[src/rtl/mmc_pkg.sv]
// Shared definitions for the MMC CMD-line controller: state encoding, frame
// geometry and the CRC7 step used by both the transmit and receive paths.
package mmc_pkg;

  typedef enum logic [2:0] {
    ST_IDLE,
    ST_TX,
    ST_WAIT,
    ST_RX,
    ST_GAP
  } state_t;

  localparam int FRAME_W   = 48;
  localparam int PAYLOAD_W = 40;  // bits [47:8], covered by CRC7
  localparam int START_POS = 47;
  localparam int TRANS_POS = 46;
  localparam int CRC_LSB   = 1;
  localparam int END_POS   = 0;

  // x^7 + x^3 + 1
  localparam logic [6:0] CRC7_POLY = 7'h09;

  function automatic logic [6:0] crc7_step(input logic [6:0] crc, input logic din);
    crc7_step = {crc[5:0], 1'b0} ^ (((din ^ crc[6]) == 1'b1) ? CRC7_POLY : 7'h00);
  endfunction

endpackage

[src/rtl/mmc_crc7.sv]
// Serial CRC7 accumulator, MSB-first; clear has priority over enable.
module mmc_crc7
  import mmc_pkg::*;
(
  input  logic       clk,
  input  logic       reset,
  input  logic       clear,
  input  logic       en,
  input  logic       din,
  output logic [6:0] crc
);

  // Accumulate one bit per enabled cycle
  always_ff @(posedge clk) begin
    if (reset || clear) begin
      crc <= '0;
    end else if (en) begin
      crc <= crc7_step(crc, din);
    end
  end

endmodule

[src/rtl/mmc_cmd_ctrl.sv]
// MMC CMD-line sequencer: sends a 48-bit command frame with CRC7, optionally
// collects a 48-bit response, then holds the line released for NCC ticks.
// Optional macro MMC_CMD_RESP_CRC_EN enables CRC7 checking of the response.
module mmc_cmd_ctrl
  import mmc_pkg::*;
#(
  parameter int NCR_MAX = 64,
  parameter int NCC     = 8
) (
  input  logic        clk,
  input  logic        reset,
  input  logic        mmc_tick,
  input  logic        cmd_valid,
  output logic        cmd_ready,
  input  logic [5:0]  cmd_index,
  input  logic [31:0] cmd_arg,
  input  logic        cmd_resp_en,
  output logic        resp_valid,
  output logic [5:0]  resp_index,
  output logic [31:0] resp_data,
  output logic        resp_timeout,
  output logic        resp_crc_err,
  output logic        resp_frame_err,
  output logic        busy,
  output logic        mmc_cmd_i,
  output logic        mmc_cmd_oe,
  input  logic        mmc_cmd_o
);

  localparam int CMAX_A = (NCR_MAX > FRAME_W) ? NCR_MAX : FRAME_W;
  localparam int CMAX   = (CMAX_A > NCC) ? CMAX_A : NCC;
  localparam int CW     = $clog2(CMAX + 1);

  state_t                state, state_n;
  logic [CW-1:0]         cnt;
  logic [PAYLOAD_W-1:0]  tx_sr;
  logic [FRAME_W-3:0]    rx_sr;   // received bits [46:1]; start bit is implicitly 0
  logic                  resp_en_q;
  logic [6:0]            tx_crc;
  logic [2:0]            crc_idx;
  logic                  tx_bit;
  logic                  accept, tx_done, start_seen, timeout, rx_done;
  logic                  crc_mismatch;

  assign cmd_ready = (state == ST_IDLE);
  assign busy      = (state != ST_IDLE);
  assign accept    = cmd_valid & cmd_ready;
  assign crc_idx   = 3'(CW'(PAYLOAD_W + 6) - cnt);

  // Bit presented on the next TX tick: payload, then CRC7, then end bit
  always_comb begin
    tx_bit = 1'b1;
    if (cnt < CW'(PAYLOAD_W)) begin
      tx_bit = tx_sr[PAYLOAD_W-1];
    end else if (cnt < CW'(FRAME_W - 1)) begin
      tx_bit = tx_crc[crc_idx];
    end
  end

  // CRC is computed serially as the payload goes out, then shifted onto the line
  mmc_crc7 u_tx_crc (
    .clk   (clk),
    .reset (reset),
    .clear (accept),
    .en    ((state == ST_TX) && mmc_tick && (cnt < CW'(PAYLOAD_W))),
    .din   (tx_bit),
    .crc   (tx_crc)
  );

`ifdef MMC_CMD_RESP_CRC_EN
  logic [6:0] rx_crc;

  mmc_crc7 u_rx_crc (
    .clk   (clk),
    .reset (reset),
    .clear (state == ST_WAIT),
    .en    ((state == ST_RX) && mmc_tick && (cnt >= CW'(8))),
    .din   (mmc_cmd_o),
    .crc   (rx_crc)
  );

  assign crc_mismatch = (rx_crc != rx_sr[6:0]);
`else
  assign crc_mismatch = 1'b0;
`endif

  // State register
  always_ff @(posedge clk) begin
    if (reset) begin
      state <= ST_IDLE;
    end else begin
      state <= state_n;
    end
  end

  // Next-state and phase-completion strobes; everything advances only on ticks
  always_comb begin
    state_n    = state;
    tx_done    = 1'b0;
    start_seen = 1'b0;
    timeout    = 1'b0;
    rx_done    = 1'b0;
    case (state)
      ST_IDLE: if (accept) state_n = ST_TX;
      ST_TX: begin
        if (mmc_tick && (cnt == CW'(FRAME_W))) begin
          tx_done = 1'b1;
          state_n = resp_en_q ? ST_WAIT : ST_GAP;
        end
      end
      ST_WAIT: begin
        if (mmc_tick) begin
          if (!mmc_cmd_o) begin
            start_seen = 1'b1;
            state_n    = ST_RX;
          end else if (cnt == CW'(NCR_MAX - 1)) begin
            timeout = 1'b1;
            state_n = ST_GAP;
          end
        end
      end
      ST_RX: begin
        if (mmc_tick && (cnt == '0)) begin
          rx_done = 1'b1;
          state_n = ST_GAP;
        end
      end
      ST_GAP: if (mmc_tick && (cnt == CW'(NCC - 1))) state_n = ST_IDLE;
      default: state_n = ST_IDLE;
    endcase
  end

  // Datapath: shared tick counter, shift registers, line drive and response capture.
  // cnt counts driven bits in TX, NCR ticks in WAIT, bits remaining in RX, gap ticks in GAP.
  always_ff @(posedge clk) begin
    if (reset) begin
      cnt            <= '0;
      tx_sr          <= '0;
      rx_sr          <= '0;
      resp_en_q      <= 1'b0;
      mmc_cmd_oe     <= 1'b0;
      mmc_cmd_i      <= 1'b1;
      resp_valid     <= 1'b0;
      resp_index     <= '0;
      resp_data      <= '0;
      resp_timeout   <= 1'b0;
      resp_crc_err   <= 1'b0;
      resp_frame_err <= 1'b0;
    end else begin
      resp_valid <= 1'b0;
      case (state)
        ST_IDLE: begin
          if (accept) begin
            tx_sr     <= {1'b0, 1'b1, cmd_index, cmd_arg};
            resp_en_q <= cmd_resp_en;
            cnt       <= '0;
          end
        end
        ST_TX: begin
          if (tx_done) begin
            mmc_cmd_oe <= 1'b0;
            mmc_cmd_i  <= 1'b1;
            cnt        <= '0;
          end else if (mmc_tick) begin
            mmc_cmd_oe <= 1'b1;
            mmc_cmd_i  <= tx_bit;
            tx_sr      <= {tx_sr[PAYLOAD_W-2:0], 1'b0};
            cnt        <= cnt + CW'(1);
          end
        end
        ST_WAIT: begin
          if (start_seen) begin
            cnt   <= CW'(TRANS_POS);
            rx_sr <= '0;
          end else if (timeout) begin
            resp_valid     <= 1'b1;
            resp_timeout   <= 1'b1;
            resp_crc_err   <= 1'b0;
            resp_frame_err <= 1'b0;
            cnt            <= '0;
          end else if (mmc_tick) begin
            cnt <= cnt + CW'(1);
          end
        end
        ST_RX: begin
          if (rx_done) begin
            resp_valid     <= 1'b1;
            resp_index     <= rx_sr[44:39];
            resp_data      <= rx_sr[38:7];
            resp_timeout   <= 1'b0;
            resp_crc_err   <= crc_mismatch;
            resp_frame_err <= rx_sr[TRANS_POS-CRC_LSB] | ~mmc_cmd_o;
            cnt            <= '0;
          end else if (mmc_tick) begin
            rx_sr <= {rx_sr[FRAME_W-4:0], mmc_cmd_o};
            cnt   <= cnt - CW'(1);
          end
        end
        ST_GAP: if (mmc_tick) cnt <= cnt + CW'(1);
        default: cnt <= '0;
      endcase
    end
  end

endmodule
[config.mk]
export PLATFORM = sky130hd
export DESIGN_NAME = mmc_cmd_ctrl
export DESIGN_NICKNAME = d
export VERILOG_FILES = /design/src/rtl/mmc_pkg.sv /design/src/rtl/mmc_crc7.sv /design/src/rtl/mmc_cmd_ctrl.sv
export SDC_FILE = /design/constraint.sdc
export NUM_CORES = 1
export LEC_CHECK = 0
export CORE_MARGIN = 3
export CORE_UTILIZATION = 36
export CTS_CLUSTER_DIAMETER = 200
export DETAILED_ROUTE_END_ITERATION = 8
export PLACE_DENSITY = 0.62
export SYNTH_ARGS = -nofsm -noshare
export SYNTH_HDL_FRONTEND = slang
export SYNTH_SLANG_ARGS = --single-unit
[constraint.sdc]
create_clock -name clk -period 7.05 [get_ports clk]
set_clock_uncertainty 0.2 [all_clocks]
set_input_delay 1.0575 -clock clk [delete_from_list [all_inputs] [get_ports clk]]
set_output_delay 1.0575 -clock clk [all_outputs]
set_load 0.05 [all_outputs]
==> results of run 1 <==
[Yosys cell counts, drive strengths merged (4+ instances only)]
cell,n
nand2,212
dfxtp,147
a21oi,95
nor2,59
nand3,52
clkbuf,43
a311oi,38
buf,23
o21ai,12
nor3,11
mux2i,9
inv,8
nand2b,5
a211oi,4
nor3b,4
o21a,4
or3,4
[flip-flops by register name (all words and copies together), names as in the netlist]
signal and flops:
resp_en_q 1, tx_sr 40, resp_frame_err 1, resp_timeout 1, resp_index 6, cnt 7
state 3, u_tx_crc.crc 7, mmc_cmd_i 1, mmc_cmd_oe 1, resp_data 32, rx_sr 46
resp_valid 1
[routing by layer]
layer | vias up | global-route usage | share of wire
li1 | 2841 | - | -
met4 | 0 | 0.0469 | 0.0083
met5 | - | 0 | 0
met2 | 121 | 0.230 | 0.44
met3 | 11 | 0.0466 | 0.059
met1 | 2520 | 0.201 | 0.49
[worst max path at each step]
stage                   from        end  slack, ns
floorplan           mmc_tick   rx_sr[6]       4.28
global placement    mmc_tick   rx_sr[9]       3.18
detailed placement  mmc_tick  rx_sr[15]       3.10
CTS                 state[0]  cmd_ready       3.44
global route        mmc_tick  rx_sr[44]       3.32
finish              state[2]  cmd_ready       3.46
[critical path, delay by kind of cell (launching register included)]
family                 cells  cell delay [ns]
buffers and inverters      2             0.95
AND/OR/NAND/NOR            1             0.51
flip-flops                 1             0.45
[power by group through the flow]
stage	registers, mW	clock network, mW	logic [mW]
2_1_floorplan	1.01	0	0.561
3_3_place_gp	1.03	0	0.679
3_5_place_dp	1.03	0	0.683
4_1_cts	1.02	0.853	0.685
5_1_grt	1.03	0.887	0.764
6_report	1.02	0.828	0.675
[layout by cell type, fill, tap and decap left out, types with 3 or more instances in the layout]
| cell | synthesis | layout |
|---|---|---|
| o22ai_1 | 3 | 3 |
| a22oi_1 | 3 | 3 |
| nor2b_1 | 3 | 3 |
| dfxtp_1 | 147 | 147 |
| clkbuf_8 | 0 | 3 |
| inv_1 | 8 | 8 |
| a311oi_2 | 10 | 10 |
| o211ai_1 | 3 | 3 |
| o21ai_0 | 12 | 12 |
| nand3_1 | 51 | 51 |
| a21oi_1 | 95 | 95 |
| clkdlybuf4s50_1 | 0 | 87 |
| nor2_1 | 59 | 58 |
| a311oi_1 | 28 | 28 |
| nand2_1 | 212 | 212 |
| clkinvlp_4 | 0 | 3 |
| xnor2_1 | 3 | 3 |
| o21a_1 | 4 | 4 |
| ha_1 | 3 | 3 |
| nand2b_1 | 5 | 5 |
| a31oi_1 | 3 | 3 |
| clkinv_4 | 0 | 3 |
| or3_1 | 4 | 4 |
| mux2i_1 | 9 | 9 |
| clkbuf_16 | 0 | 17 |
| buf_4 | 3 | 8 |
| a211oi_1 | 3 | 3 |
| a221oi_1 | 3 | 3 |
| nor3_1 | 10 | 9 |
[logic make-up after synthesis]
| group | after synthesis | synth area share |
|---|---|---|
| mux | 11 | 0.0195 |
| flops | 147 | 0.463 |
| compound gates | 184 | 0.198 |
| xor+xnor | 4 | 0.00551 |
| buf+inv | 74 | 0.0549 |
| simple gates | 367 | 0.253 |
| other cells | 1 | 0.000590 |
| fa+ha+maj | 3 | 0.00590 |
[final cells by class]
| cell class | count | area [um2] |
|---|---|---|
| Timing Repair Buffer | 95 | 931 |
| Tap cell | 220 | 275 |
| Multi-Input combinational cell | 570 | 3100 |
| Fill cell | 1719 | 9110 |
| Clock buffer | 21 | 470 |
| Clock inverter | 10 | 76.3 |
| Inverter | 8 | 30.0 |
| Sequential cell | 147 | 2940 |
[per-stage QoR]
| stage | hold slack (ns) | total power, mW | utilization | cell area, um2 | setup WS (ns) |
|---|---|---|---|---|---|
| global route | 0.267 | 2.68 | 0.462 | 7820 | 3.32 |
| finish | 0.251 | 2.52 | 0.462 | 7820 | 3.46 |
| detailed placement | 0.243 | 1.72 | 0.430 | 7280 | 3.10 |
| CTS | 0.252 | 2.56 | 0.462 | 7820 | 3.44 |
| floorplan | 0.232 | 1.58 | - | 6360 | 4.28 |
| global placement | 0.240 | 1.71 | 0.430 | 7280 | 3.18 |
==> flow_metrics.env, run 1 <==
export IMPL_syn_area_um2=6360
export IMPL_synthArstFlopShare=0
export IMPL_seq_area_frac_synth=0.463
export IMPL_cts_sinks=147
export IMPL_grt_total_usage=0.150
export IMPL_swShare=0.337
export IMPL_rsz0062_at_grt="no"
export IMPL_overflow=0
export IMPL_core_area_um2=16900
export IMPL_synth_seq_cells=147
export IMPL_hold_end="rx_sr[3]"
export IMPL_switchingPower_mw=0.850
export IMPL_rows=47
export IMPL_totalWireLength_um=14400
export IMPL_cts_tree="built"
export IMPL_power_density_nw_per_um2=322
export IMPL_power_frac_comb=0.268
export IMPL_hold_class="flip-flop to flip-flop"
export IMPL_syn_num_nets=838
export IMPL_fmax_ghz=0.279
export IMPL_antenna_found_initial=0
export IMPL_path_cells="or3_1, inv_1, clkdlybuf4s50_1"
export IMPL_r2r_cells=7
export IMPL_worst_pin_slew_ns=1.01
export IMPL_dieWidth_um=139
export IMPL_htreeDepth=4
export IMPL_yosysUniqueCellTypes=63
export IMPL_postCtsSetupBuffers=0
export IMPL_place_inst=1040
export IMPL_yosys_most_used_dff="dfxtp_1"
export IMPL_drc=0
export IMPL_dr_pass1_iters=5
export IMPL_r2r_start="state[0]"
export IMPL_ff2ff_setup_slack_ns=3.89
export IMPL_dieArea_um2=19300
export IMPL_worstHoldStart="rx_sr[3]"
export IMPL_post_cts_resized=0
export IMPL_portBuffers=88
export IMPL_cts_buffers=17
export IMPL_slew_violations=0
export IMPL_nNetsFinal=886
export IMPL_synth_edf_count=0
export IMPL_avgSynthCellArea_um2=8.04
export IMPL_synth_top_area_frac=0.463
export IMPL_worstSetupPathType="flip-flop to output pin"
export IMPL_ys_warnings_count=0
export IMPL_min_period_ns=3.59
export IMPL_synth_area_leaders="dfxtp_1 (46%), nand2_1 (13%), a21oi_1 (7.5%)"
export IMPL_fin_setup_tns_ns=0
export IMPL_grt_pass1_wl_um=24500
export IMPL_initial_utilization=0.375
export IMPL_cp_slowest_stage_delay_ns=0.83
export IMPL_crit_path_end_kind="output pin"
export IMPL_area_delta_synth_final_pct=23.0
export IMPL_wl_per_cell_um=13.4
export IMPL_yosysTopAreaCell="dfxtp_1"
export IMPL_ant_nets=0
export IMPL_pwr_share_seq=0.404
export IMPL_worstPathArrival_ns=2.33
export IMPL_place_gp_congestion=0.840
export IMPL_clockBufferDepth=2
export IMPL_clk_latency_ns=0.42
export IMPL_dp_hpwl_um=9070
export IMPL_antenna_cells=0
export IMPL_fin_crit_sh=0.509
export IMPL_min_path_cells=2
export IMPL_grt_pass1_vias=5170
export IMPL_setup_viol=0
export IMPL_grt_max_degree=77
export IMPL_die_h_um=139
export IMPL_cp_slowest_cell="clkdlybuf4s50_1"
export IMPL_finalHoldViolCount=0
export IMPL_drive_gt1_frac=0.0764
export IMPL_clock_root_buffer="clkbuf_16"
export IMPL_worstSetupStartpointType="flip-flop"
export IMPL_irDropWorstVdd_mv=0.190
export IMPL_drt_iter0_markers=343
export IMPL_intPower_mw=1.67
export IMPL_path_clk_slew_ns=0.06
export IMPL_p_leak_nw=2.62
export IMPL_r2r_end="tx_sr[0]"
export IMPL_viasPerCell=5.13
export IMPL_p_clk_frac=0.328
export IMPL_status="finished, final reports clean"
export IMPL_boundaryPins=90
export IMPL_cap_violations=0
export IMPL_crit_fanout=13
export IMPL_max_slew_margin=0.326
export IMPL_ctsHoldBuffers=0
export IMPL_num_vias=5493
export IMPL_syn_inst=791
export IMPL_final_cells=1071
export IMPL_worstPathRequired_ns=5.79
No activity file was read; power rests on OpenSTA's default activity.
==> run 2, diff against run 1 <==
- clock period: 7.05 -> 3.3 ns (I/O delays scaled with it)
==> run 2 against run 1 <==
- hold slack better by 0.00063 ns
- setup slack worse by 3.2 ns
- critical path type unchanged
- critical path depth unchanged
- combinational power up 120%
- clock power up 150%
- via count up 0.86%
==> flow_metrics.env, run 2 (synthesis results as in run 1) <==
export IMPL_status="finished, final reports clean"
export IMPL_postCtsSetupBuffers=0
export IMPL_rsz0062_at_grt="no"
export IMPL_r2r_cells=7
export IMPL_rows=47
export IMPL_finalHoldViolCount=0
export IMPL_die_h_um=139
export IMPL_worstSetupStartpointType="flip-flop"
export IMPL_clockBufferDepth=2
export IMPL_final_common_cell="nand2_1"
export IMPL_clk_latency_ns=0.42
export IMPL_core_area_um2=16900
export IMPL_drive_gt1_frac=0.0850
export IMPL_min_path_cells=2
export IMPL_worstPathRequired_ns=2.60
export IMPL_dieWidth_um=139
export IMPL_hold_class="flip-flop to flip-flop"
export IMPL_intPower_mw=3.85
export IMPL_final_cell_mix="nand2_1 (212), dfxtp_1 (147), a21oi_1 (95)"
export IMPL_switchingPower_mw=1.86
export IMPL_grt_pass1_wl_um=24200
export IMPL_max_slew_margin=0.318
export IMPL_cp_depth=3
export IMPL_worstPathArrival_ns=2.37
export IMPL_crit_path_end_kind="output pin"
export IMPL_fmax_ghz=0.327
export IMPL_pre_cts_slack_ns=0.346
export IMPL_cp_slowest_cell="clkdlybuf4s50_1"
export IMPL_worst_pin_slew_ns=1.02
export IMPL_cp_slowest_stage_delay_ns=0.82
export IMPL_grt_total_usage=0.148
export IMPL_drc=0
export IMPL_area_delta_synth_final_pct=25.4
export IMPL_overflow=0
export IMPL_drt_iter0_markers=315
export IMPL_grt_pass1_vias=5034
export IMPL_dieArea_um2=19300
export IMPL_clock_root_buffer="clkbuf_16"
export IMPL_dp_hpwl_um=9240
export IMPL_fin_setup_tns_ns=0
export IMPL_swShare=0.325
export IMPL_ctsHoldBuffers=0
export IMPL_cp_buffers_inverters=2
export IMPL_cts_buffers=17
export IMPL_cap_violations=0
export IMPL_antenna_cells=0
export IMPL_irDropWorstVdd_mv=0.416
export IMPL_regMostFlops="rx_sr"
export IMPL_critPathTopFamily="buffers and inverters"
export IMPL_antenna_found_initial=0
export IMPL_cts_tree="built"
export IMPL_path_clk_slew_ns=0.06
export IMPL_min_period_ns=3.06
export IMPL_totalWireLength_um=14600
export IMPL_pwr_share_seq=0.379
export IMPL_path_cells="or3_1, inv_1, clkdlybuf4s50_1"
export IMPL_ant_nets=0
export IMPL_initial_utilization=0.375
export IMPL_fin_crit_sh=0.928
export IMPL_crit_fanout=16
export IMPL_num_vias=5540
export IMPL_dr_pass1_iters=4
export IMPL_p_clk_frac=0.358
export IMPL_place_gp_congestion=0.804
export IMPL_nNetsFinal=893
export IMPL_htreeDepth=4
export IMPL_worstSetupPathType="flip-flop to output pin"
export IMPL_portBuffers=88
export IMPL_setup_viol=0
export IMPL_fin_ws_ns=0.238
export IMPL_slew_violations=0
export IMPL_power_frac_comb=0.263
export IMPL_wl_per_cell_um=13.5
export IMPL_largest_reg_flops=46
export IMPL_power_density_nw_per_um2=716
export IMPL_grt_max_degree=77
export IMPL_cts_sinks=147
export IMPL_p_leak_nw=2.71
export IMPL_post_cts_resized=0
export IMPL_top_regs="rx_sr: 46 flops, tx_sr: 40 flops, resp_data: 32 flops"
export IMPL_viasPerCell=5.13
export IMPL_boundaryPins=90
[run 2: changes by cell type in the layout (fill, tap and decap cells not counted)]
| cell | before | now |
|---|---|---|
| bufinv_16 | 0 | 3 |
| inv_6 | 2 | 4 |
| clkinv_2 | 2 | 0 |
| clkinv_4 | 3 | 2 |
| inv_8 | 0 | 1 |
| buf_12 | 0 | 1 |
| clkinvlp_4 | 3 | 1 |
| buf_4 | 8 | 14 |
[run 2: final timing paths]
check	startpoint	to	slack [ns]
setup reg to reg	cnt[0]	u_tx_crc.crc[0]	0.51
setup / recovery	state[0]	cmd_ready	0.24
hold / removal	resp_data[14]	resp_data[14]	0.25
hold reg to reg	resp_data[14]	resp_data[14]	0.25
[run 2: layout make-up]
| cell class | count | area, um2 |
|---|---|---|
| Clock buffer | 21 | 470 |
| Clock inverter | 11 | 161 |
| Fill cell | 1706 | 8960 |
| Inverter | 8 | 30.0 |
| Multi-Input combinational cell | 570 | 3100 |
| Sequential cell | 147 | 2940 |
| Tap cell | 220 | 275 |
| Timing Repair Buffer | 102 | 996 |
[run 2: metrics by stage]
step	cell area [um2]	std cells	power, mW	utilization	hold WS, ns
after global placement	7340	1047	3.70	0.433	0.239
after floorplan	6360	791	3.37	-	0.232
final	7970	1079	5.71	0.471	0.252
after CTS	7970	1079	5.77	0.471	0.256
after detailed placement	7340	1047	3.71	0.433	0.247
after global routing	7970	1079	6.03	0.471	0.272
[run 2: per-layer routing]
layer / wire (um) / track usage / part of all wire
met5: 0 / 0 / 0
met2: 6580 / 0.227 / 0.45
met1: 7130 / 0.199 / 0.49
met4: 100 / 0.0536 / 0.0069
met3: 784 / 0.0424 / 0.054
[run 2: worst register-to-register path, cell delays in order, from the launching register on]
cell	delay, ns
dfxtp_1	0.44
ha_1	0.32
xor2_1	0.30
mux4_2	0.54
o211a_1	0.24
or2_2	0.31
xnor2_1	0.13
a211oi_1	0.22
[run 2: power groups by stage]
| stage | Sequential [mW] | Clock, mW | Combinational, mW |
|---|---|---|---|
| 3_3_place_gp | 2.19 | 0 | 1.51 |
| 4_1_cts | 2.16 | 2.09 | 1.52 |
| 6_report | 2.16 | 2.04 | 1.50 |
| 3_5_place_dp | 2.20 | 0 | 1.51 |
| 5_1_grt | 2.19 | 2.16 | 1.67 |
| 2_1_floorplan | 2.17 | 0 | 1.20 |
==> run 3, diff against run 2 <==
- CORE_MARGIN: 3 -> default
- GPL_TIMING_DRIVEN: default -> 0
==> run 3 against run 2 <==
- total power up 2.6%
- register-to-register slack worse by 0.07 ns
- hold slack worse by 0.00084 ns
- largest power group unchanged
- critical endpoint unchanged
- clock-buffer cell count up 2
==> flow_metrics.env, run 3 (synthesis results as in run 1) <==
export IMPL_setup_viol=0
export IMPL_grt_max_degree=17
export IMPL_intPower_mw=3.99
export IMPL_r2r_end="u_tx_crc.crc[0]"
export IMPL_nFillCells=1727
export IMPL_place_inst=1103
export IMPL_worst_pin_slew_ns=0.673
export IMPL_fin_setup_tns_ns=0
export IMPL_dieArea_um2=18200
export IMPL_hold_class="flip-flop to flip-flop"
export IMPL_grt_total_usage=0.177
export IMPL_clk_latency_ns=0.42
export IMPL_status="finished, final reports clean"
export IMPL_use_met1=0.233
export IMPL_ff2ff_setup_slack_ns=0.44
export IMPL_cts_sinks=147
export IMPL_worstSetupPathType="flip-flop to output pin"
export IMPL_core_area_um2=17300
export IMPL_pre_cts_slack_ns=0.433
export IMPL_groute_layer_met2_usage=0.277
export IMPL_final_common_cell="nand2_1"
export IMPL_p_leak_nw=2.79
export IMPL_cts_tree="built"
export IMPL_max_slew_margin=0.550
export IMPL_r2r_start="cnt[0]"
export IMPL_viasPerCell=5.02
export IMPL_regMostFlops="rx_sr"
export IMPL_worstSetupStartpointType="flip-flop"
export IMPL_totalWireLength_um=15600
export IMPL_boundaryPins=90
export IMPL_dp_hpwl_um=11100
export IMPL_die_h_um=135
export IMPL_ctsHoldBuffers=0
export IMPL_grt_pass1_wl_um=25500
export IMPL_grt_pass1_vias=5196
export IMPL_cts_buffers=17
export IMPL_ant_nets=0
export IMPL_min_path_cells=2
export IMPL_rows=48
export IMPL_drt_iter0_markers=319
export IMPL_htreeDepth=4
export IMPL_path_clk_slew_ns=0.06
export IMPL_hold_end="rx_sr[2]"
export IMPL_cap_violations=0
export IMPL_crit_fanout=7
export IMPL_place_gp_congestion=0.822
export IMPL_nNetsFinal=944
export IMPL_fmax_ghz=0.342
export IMPL_power_density_nw_per_um2=718
export IMPL_drc=0
export IMPL_post_route_util=0.471
export IMPL_min_period_ns=2.92
export IMPL_dieWidth_um=135
export IMPL_crit_path_end_kind="output pin"
export IMPL_dr_pass1_iters=4
export IMPL_cp_slowest_cell="clkdlybuf4s50_1"
export IMPL_num_vias=5689
export IMPL_pwr_share_seq=0.367
export IMPL_grt_busiest_layer="met2"
export IMPL_worstPathRequired_ns=2.60
export IMPL_slew_violations=0
export IMPL_postCtsSetupBuffers=0
export IMPL_critPathTopFamily="buffers and inverters"
export IMPL_finalHoldViolCount=0
export IMPL_p_clk_frac=0.360
export IMPL_r2r_cells=7
export IMPL_post_cts_resized=0
export IMPL_antenna_cells=0
export IMPL_worstPathArrival_ns=2.23
export IMPL_final_cell_mix="nand2_1 (212), dfxtp_1 (147), a21oi_1 (95)"
export IMPL_clock_root_buffer="clkbuf_16"
export IMPL_swShare=0.318
export IMPL_fin_crit_sh=0.886
export IMPL_overflow=0
export IMPL_final_cells=1134
export IMPL_power_frac_comb=0.273
export IMPL_path_cells="or3_1, inv_1, clkdlybuf4s50_1"
export IMPL_clockBufferDepth=2
export IMPL_wl_per_cell_um=13.7
export IMPL_irDropWorstVdd_mv=0.443
export IMPL_antenna_found_initial=0
export IMPL_whs_ns=0.251
export IMPL_largest_reg_flops=46
export IMPL_worstHoldStart="rx_sr[2]"
export IMPL_top_regs="rx_sr: 46 flops, tx_sr: 40 flops, resp_data: 32 flops"
export IMPL_fin_ws_ns=0.376
export IMPL_area_delta_synth_final_pct=28.2
export IMPL_cp_buffers_inverters=2
export IMPL_drive_gt1_frac=0.0803
export IMPL_switchingPower_mw=1.86
export IMPL_cp_slowest_stage_delay_ns=0.82
export IMPL_rsz0062_at_grt="no"
export IMPL_grt_util_met3=0.0559
export IMPL_portBuffers=87
export IMPL_initial_utilization=0.368
run 3: power by group through the flow:
stage | clock [mW] | combinational, mW | sequential [mW]
2_1_floorplan | 0 | 1.20 | 2.17
3_3_place_gp | 0 | 1.59 | 2.18
3_5_place_dp | 0 | 1.60 | 2.18
4_1_cts | 2.14 | 1.61 | 2.15
5_1_grt | 2.23 | 1.77 | 2.18
6_report | 2.11 | 1.60 | 2.15
run 3: worst max path at each step:
| stage | slack, ns | endpoint | cells past startpoint | startpoint |
|---|---|---|---|---|
| floorplan | 0.68 | tx_sr[27] | 8 | state[0] |
| global placement | 0.47 | rx_sr[41] | 7 | mmc_cmd_o |
| detailed placement | 0.43 | rx_sr[41] | 7 | mmc_cmd_o |
| CTS | 0.37 | cmd_ready | 3 | state[0] |
| global route | 0.25 | rx_sr[41] | 8 | cnt[0] |
| finish | 0.38 | cmd_ready | 3 | state[0] |
run 3: layout make-up:
cell class	count	area, um2	share of cell area
clock buffers	23	468	0.0574
inverters	8	30.0	0.00368
plain buffers	66	319	0.0391
well taps	225	282	0.0345
multi-input cells	570	3070	0.376
flip-flops and latches	147	2940	0.361
clock inverters	8	175	0.0215
repair buffers	87	871	0.107
run 3: through the flow:
stage	cell area, um2	power, mW
after detailed placement	7510	3.78
after floorplan	6360	3.37
after global placement	7510	3.77
final	8150	5.86
after global routing	8150	6.18
after CTS	8150	5.90
run 3: per-layer routing:
layer,routed length [um],part of all wire,vias up
met5,0,0,-
met4,121,0.0078,0
met3,897,0.058,10
met2,6960,0.45,129
met1,7580,0.49,2594
li1,-,-,2956
run 3: worst register-to-register path: cells and delay by family, from the launching register on:
kind | cells | cell delay (ns)
AOI/OAI and AO/OA | 2 | 0.45
xor gates and xnor gates | 2 | 0.49
adders and majority gates | 1 | 0.31
DFF | 1 | 0.46
muxes | 1 | 0.55
and+or+nand+nor | 1 | 0.32
